### src/rtl/motor_pwm_tach.sv
// Motor drive PWM with a shadowed duty register, plus a tachometer
// edge counter that reports speed once per gate window.
module motor_pwm_tach #(
   parameter int PWM_DIV     = 196,
   parameter int GATE_CYCLES = 25000000,
   parameter int SYNC_STAGES = 2
) (
   input  logic       clk,
   input  logic       rst_n,
   input  logic [7:0] pw,
   input  logic       tach_in,
   output logic       pwm_out,
   output logic [7:0] C,
   output logic       c_valid
);

   localparam int PW = (PWM_DIV > 1) ? $clog2(PWM_DIV) : 1;
   localparam int GW = $clog2(GATE_CYCLES);

   typedef enum logic {GATE, LATCH} state_t;

   logic [PW-1:0]          r_pre;
   logic [7:0]             r_cnt;
   logic [7:0]             r_shadow;
   logic [SYNC_STAGES-1:0] r_sync;
   logic                   r_prev;
   logic [GW-1:0]          r_gcnt;
   logic [7:0]             r_ecnt;
   state_t                 r_state;
   state_t                 w_next;
   logic                   w_tick;
   logic                   w_wrap;
   logic                   w_edge;

   assign w_tick = (r_pre == PW'(PWM_DIV - 1));
   assign w_wrap = w_tick && (r_cnt == 8'd254);
   assign w_edge = r_sync[SYNC_STAGES-1] & ~r_prev;

   always_ff @(posedge clk or negedge rst_n) begin
      if (!rst_n) begin
         r_pre    <= '0;
         r_cnt    <= '0;
         r_shadow <= '0;
         pwm_out  <= 1'b0;
      end else begin
         r_pre <= w_tick ? '0 : r_pre + 1'b1;
         if (w_tick)
            r_cnt <= w_wrap ? 8'd0 : r_cnt + 8'd1;
         // duty only changes on a period boundary
         if (w_wrap)
            r_shadow <= pw;
         pwm_out <= (r_cnt < r_shadow);
      end
   end

   always_ff @(posedge clk or negedge rst_n) begin
      if (!rst_n) begin
         r_sync <= '0;
         r_prev <= 1'b0;
      end else begin
         r_sync <= {r_sync[SYNC_STAGES-2:0], tach_in};
         r_prev <= r_sync[SYNC_STAGES-1];
      end
   end

   always_ff @(posedge clk or negedge rst_n) begin
      if (!rst_n)
         r_state <= GATE;
      else
         r_state <= w_next;
   end

   always_comb begin
      w_next = r_state;
      unique case (r_state)
         GATE:    if (r_gcnt == GW'(GATE_CYCLES - 1)) w_next = LATCH;
         LATCH:   w_next = GATE;
         default: w_next = GATE;
      endcase
   end

   always_ff @(posedge clk or negedge rst_n) begin
      if (!rst_n) begin
         r_gcnt  <= '0;
         r_ecnt  <= '0;
         C       <= '0;
         c_valid <= 1'b0;
      end else if (r_state == LATCH) begin
         C       <= r_ecnt;
         c_valid <= 1'b1;
         r_gcnt  <= '0;
         // an edge landing here opens the next window's count
         r_ecnt  <= {7'd0, w_edge};
      end else begin
         c_valid <= 1'b0;
         r_gcnt  <= r_gcnt + 1'b1;
         if (w_edge && (r_ecnt != 8'hFF))
            r_ecnt <= r_ecnt + 8'd1;
      end
   end

endmodule
### config.mk
export PLATFORM = sky130hd
export DESIGN_NAME = motor_pwm_tach
export DESIGN_NICKNAME = d
export VERILOG_FILES = /design/src/rtl/motor_pwm_tach.sv
export SDC_FILE = /design/constraint.sdc
export NUM_CORES = 1
export LEC_CHECK = 0
export ABC_AREA = 1
export CAP_MARGIN = 20
export CELL_PAD_IN_SITES_DETAIL_PLACEMENT = 0
export CELL_PAD_IN_SITES_GLOBAL_PLACEMENT = 2
export CORE_MARGIN = 2
export CORE_UTILIZATION = 36
export DETAILED_ROUTE_END_ITERATION = 10
export HOLD_SLACK_MARGIN = 0.02
export PLACE_DENSITY = 0.83
export RECOVER_POWER = 50
export SYNTH_ARGS = -nofsm -noshare
export SYNTH_HDL_FRONTEND = slang
export SYNTH_SLANG_ARGS = --single-unit
### constraint.sdc
create_clock -name clk -period 1.6 [get_ports clk]
set_input_delay 0.32 -clock clk [delete_from_list [all_inputs] [get_ports clk]]
set_output_delay 0.32 -clock clk [all_outputs]
set_load 0.005 [all_outputs]
* Word-level counts from Yosys, hierarchy flattened
Cells that the tools add are included.
Word-level totals: input port bits 11, output and inout bits 10, flip-flop bits (word level) 71, word-level logic and storage cells 34
Operators by class: add/sub/neg operators 4, equality and inequality tests 4, magnitude comparators 1, reduce and logical (&&, ||, !) cells 3, bitwise gates (word level) 3, mux-type cells 8
Operator list (count):
- $mux W8 | 4
- $add A25 B1 Y25 const B | 1
- $eq A25 B25 Y1 const B | 1
- $mux W25 | 1
- $add A8 B1 Y8 const B | 3
- $eq A8 B8 Y1 const B | 2
- $lt A8 B8 Y1 | 1
- $ne A8 B8 Y1 const B | 1
- $logic_and A1 B1 Y1 | 2
- $mux W1 | 2
- $not A1 Y1 | 2
- $pmux W1 S2 | 1
- $reduce_bool A2 Y1 | 1
- $and A1 B1 Y1 | 1

* Logic depth before layout (Yosys ltp)
depth in word-level cells 5, mapped depth 9, gate-level depth less buffers 9

* Worst setup path before layout
OpenSTA, ideal clock, no wires.
path type reg-to-reg, from register r_cnt[0], to register r_cnt[5], cell stages (with the launch flop) 9, required time 1.481 ns, arrival 1.193 ns, library setup time 0.119 ns, period minus slack after synthesis 1.312 ns, setup slack 0.288 ns, path buffers 1, path through dfrtp_1 > inv_1 > ha_1 > nand3_4 > nor2_8 > nand2_4 > buf_6 > nand2_1 > nor2_1
Between the ends: longest elaborated chain between the ends 3, elaborated cells between the ends (all ways) 4, classes of those cells add/sub (1); eq/ne (1); mux (1); reduce/logical (1)
RTL lines:
- from (decl) | line 23 | logic [7:0] r_cnt;
- from (signal assigned) | line 48 | r_cnt <= w_wrap ? 8'd0 : r_cnt + 8'd1;
- parallel branches: the longest is 2 deep, another holds $add A8 B1 Y8
- $mux W8 (*) | line 48
Mark *: on every way between the ends. A chain may end at the register's enable or synchronous reset.

* Final worst setup path
from register C[0], to output C[0]
RTL lines:
- from (decl) | line 13 | output logic [7:0] C,
- from (signal assigned) | line 89 | C <= r_ecnt;
No word-level cell between the ends.

==> run_results.csv <==
group,metric,value,unit
cts,clockBufferDepth,2,
worst_setup_path,critPathRequiredTime,1.28,ns
sta,grt_setup_unrepaired,"no",
worst_hold_path,hp-class,"reg -> reg",
worst_setup_path,crit_arrival,1.20,ns
cts,clkSlewWorstSetupHoldPaths,0.08,ns
worst_setup_path,path_class,"reg -> out",
cts,h-tree-depth,3,
sta,hold_viol,0,
final_layout,layout.cells.non_filler,639,
pwr,seq_power_share,49.1,%
worst_setup_path,worstPathCellList,"clkdlybuf4s50_1",
sta,drv_slew,0,
global_routing,overflow,0,
pwr,p_comb_share,5.3,%
final_layout,finish.net_count,521,
cts,insertion_delay,0.34,ns
drt,remaining_drc_errors,0,
worst_setup_path,r2r.worst_path.cells,6,
worst_setup_path,cp_slowest_stage_delay,0.50,ns
worst_hold_path,holdPathEnd,"r_sync[1]",
flow_run,drv_cap,0,
global_routing,grt_max_degree,30,
drt,dr.pass1.iters,4,
cts,root_buffer,"clkbuf_8",
yosys,ys_ff_latch,71,
yosys,synthCells,465,
cts,numCtsBuffers,9,
pwr,ir_worst_vdd,0.490,mV
yosys,synth_top_area_cell,"dfrtp_1",
yosys,synthTopCellsByArea,"dfrtp_1, nand2_1, nor2_1, nand3_1, inv_1",
drt,dr_total_vias,2933,
floorplan,die_w,106,um
global_routing,grt_pass1_wl,13.9,mm
placed_design,placed_cells,622,
yosys,ys.flop_type,"dfrtp_1",
placed_design,hpwl,5.61,mm
worst_setup_path,end_kind,"output port",
global_routing,grt.total_usage,15.4,%
pwr,switching_share,22.2,%
worst_setup_path,rrSetupSlack,0.12,ns
yosys,yosysMostFrequentCell,"nand2_1",
worst_setup_path,critPathSlowestCell,"clkdlybuf4s50_1",
sta,setup_slack,0.0767,ns
global_routing,grt_antenna_before_repair,0,
pwr,p_int,3.00,mW
final_layout,area_growth,17.4,%
placed_design,gp_congestion,0.760,
worst_setup_path,path_delay_family,"buffers and inverters",
pwr,netSwitchingPower,0.855,mW
worst_setup_path,worstReg2RegStart,"r_pre[0]",
outcome,status,"finished, final reports clean",
sta,max_slew_margin,43.9,%
yosys,yosysSeqAreaShare,47.6,%
sta,fmax,656,MHz
worst_setup_path,path_max_fanout,2,
yosys,synthDistinctLibCells,35,
yosys,yosysTopAreaCellShare,47.6,%
worst_setup_path,critical_path.n_buffers_inverters,1,
pwr,leakage,2.17,nW
worst_hold_path,worstHoldStart,"r_sync[0]",
sta,period_share,95.2,%
cts,clock-sinks,71,
yosys,yosys_warnings,0,
final_layout,final_core_util,43.0,%
floorplan,die_y,106,um
floorplan,initial_core_util,36.6,%
sta,worst_pin_slew,0.841,ns
drt,drt_iter0_drc,95,
pwr,clkPwrFrac,45.5,%
cts,cts_tree,"yes",
floorplan,coreArea,0.0102,mm2
pwr,p_per_area,880,mW/mm2
floorplan,pin_count,21,
sta,totalNegativeSetupSlack,0,ns
worst_hold_path,hold_depth,0,
worst_setup_path,timing.rr.end,"r_cnt[7]",
drt,viasPerCell,4.59,
yosys,synth_fp_nets,488,
drt,wl_per_cell,11.9,um
final_layout,layout-drive-gt1-share,11.7,%
cts,cts_resized,0,
yosys,netlist_area,0.00373,mm2
yosys,synth-edff-count,0,
final_layout,fill_cells,1073,
placed_design,port_buffers,20,
pwr,finalPower,3.85,mW
sta,final-setup-viol-count,0,
sta,skew,0.0104,ns
final_layout,n_antenna_cell,0,
floorplan,rows,37,
yosys,synthTopCellsByCount,"nand2_1, nor2_1, dfrtp_1",
sta,period_needed,1.52,ns
floorplan,dieArea,0.0112,mm2
drt,drt_wl_total,7.62,mm
placed_design,dp_slack,0.125,ns
drt,ant_nets,0,
yosys,syn-mean-instance-area,8.03,um2
global_routing,grt_pass1_vias,2991,
yosys,async_reset_ff_share,100,%
worst_setup_path,start_kind,"register",
==> flip-flops by register name (all words and copies together) (netlist names) <==
register  cells
r_sync        2
c_valid       1
r_shadow      8
C             8
r_gcnt       25
r_cnt         8
r_ecnt        8
r_prev        1
r_pre         8
pwm_out       1
r_state       1
==> repair_timing <==
| item | in CTS | in global routing |
|---|---|---|
| hold buffers | 1 | 0 |
| endpoints found under the hold margin | 27 | 0 |
| setup buffers | 0 | 0 |
==> power groups by stage <==
stage,logic [mW],clock network [mW],registers (mW)
4_1_cts,0.216,1.81,1.90
2_1_floorplan,0.113,0,1.91
3_3_place_gp,0.209,0,1.93
6_report,0.206,1.75,1.89
3_5_place_dp,0.213,0,1.93
5_1_grt,0.251,1.87,1.90
==> placed cells by master, fill, tap and decap left out, types with 3 or more instances in the layout <==
cell type	n
clkbuf_8	10
nand2_2	12
nand4_1	4
buf_4	6
nor2_2	6
inv_1	45
a21oi_1	23
o21ai_1	5
nor2_4	4
clkdlybuf4s50_1	18
nand3_1	34
dfrtp_1	71
nor2_1	73
nor3_1	4
xor2_1	6
bufinv_16	3
nand2_1	121
a21oi_2	3
ha_1	12
o21ai_0	14
==> routing by layer <==
metal / up-vias / GRT usage [%] / share of wire, %
met5: - / 0 / 0
met1: 1364 / 20.9 / 50
met2: 21 / 24.7 / 46
li1: 1535 / - / -
met3: 13 / 3.34 / 1.9
met4: 0 / 4.70 / 1.5
==> cells by family (layout without fill, tap and decap cells) <==
| logic type | Yosys count | in the layout | synth area share [%] |
|---|---|---|---|
| AND/OR/NAND/NOR | 271 | 271 | 33.2 |
| flip-flops | 71 | 71 | 47.6 |
| buffers and inverters | 56 | 94 | 6.60 |
| AO/OA/AOI/OAI | 48 | 48 | 6.94 |
| adder cells (fa/ha/maj) | 12 | 12 | 4.02 |
| XOR/XNOR | 7 | 7 | 1.64 |
==> metrics by stage <==
stage	instance area, um2	hold slack, ns
finish	4380	0.366
global route	4380	0.379
CTS	4390	0.375
detailed placement	4130	0.301
global placement	4130	0.302
floorplan	3730	0.0244
==> how the worst max path moves through the flow <==
stage,from,to,cells past startpoint
global placement,r_pre[0],r_cnt[0],6
detailed placement,r_pre[0],r_cnt[7],6
global route,C[2],C[2],1
finish,C[0],C[0],1
CTS,C[0],C[0],1
floorplan,r_cnt[0],r_cnt[5],8
==> cell type report <==
class | count | area [um2] | area share, %
tap | 136 | 170 | 3.88
sequential | 71 | 1780 | 40.6
clock buffer | 10 | 138 | 3.14
timing repair buffer | 30 | 294 | 6.71
multi-input combinational | 338 | 1710 | 39.0
clock inverter | 6 | 108 | 2.46
inverter | 48 | 185 | 4.23
No activity file was read; power rests on OpenSTA's default activity.
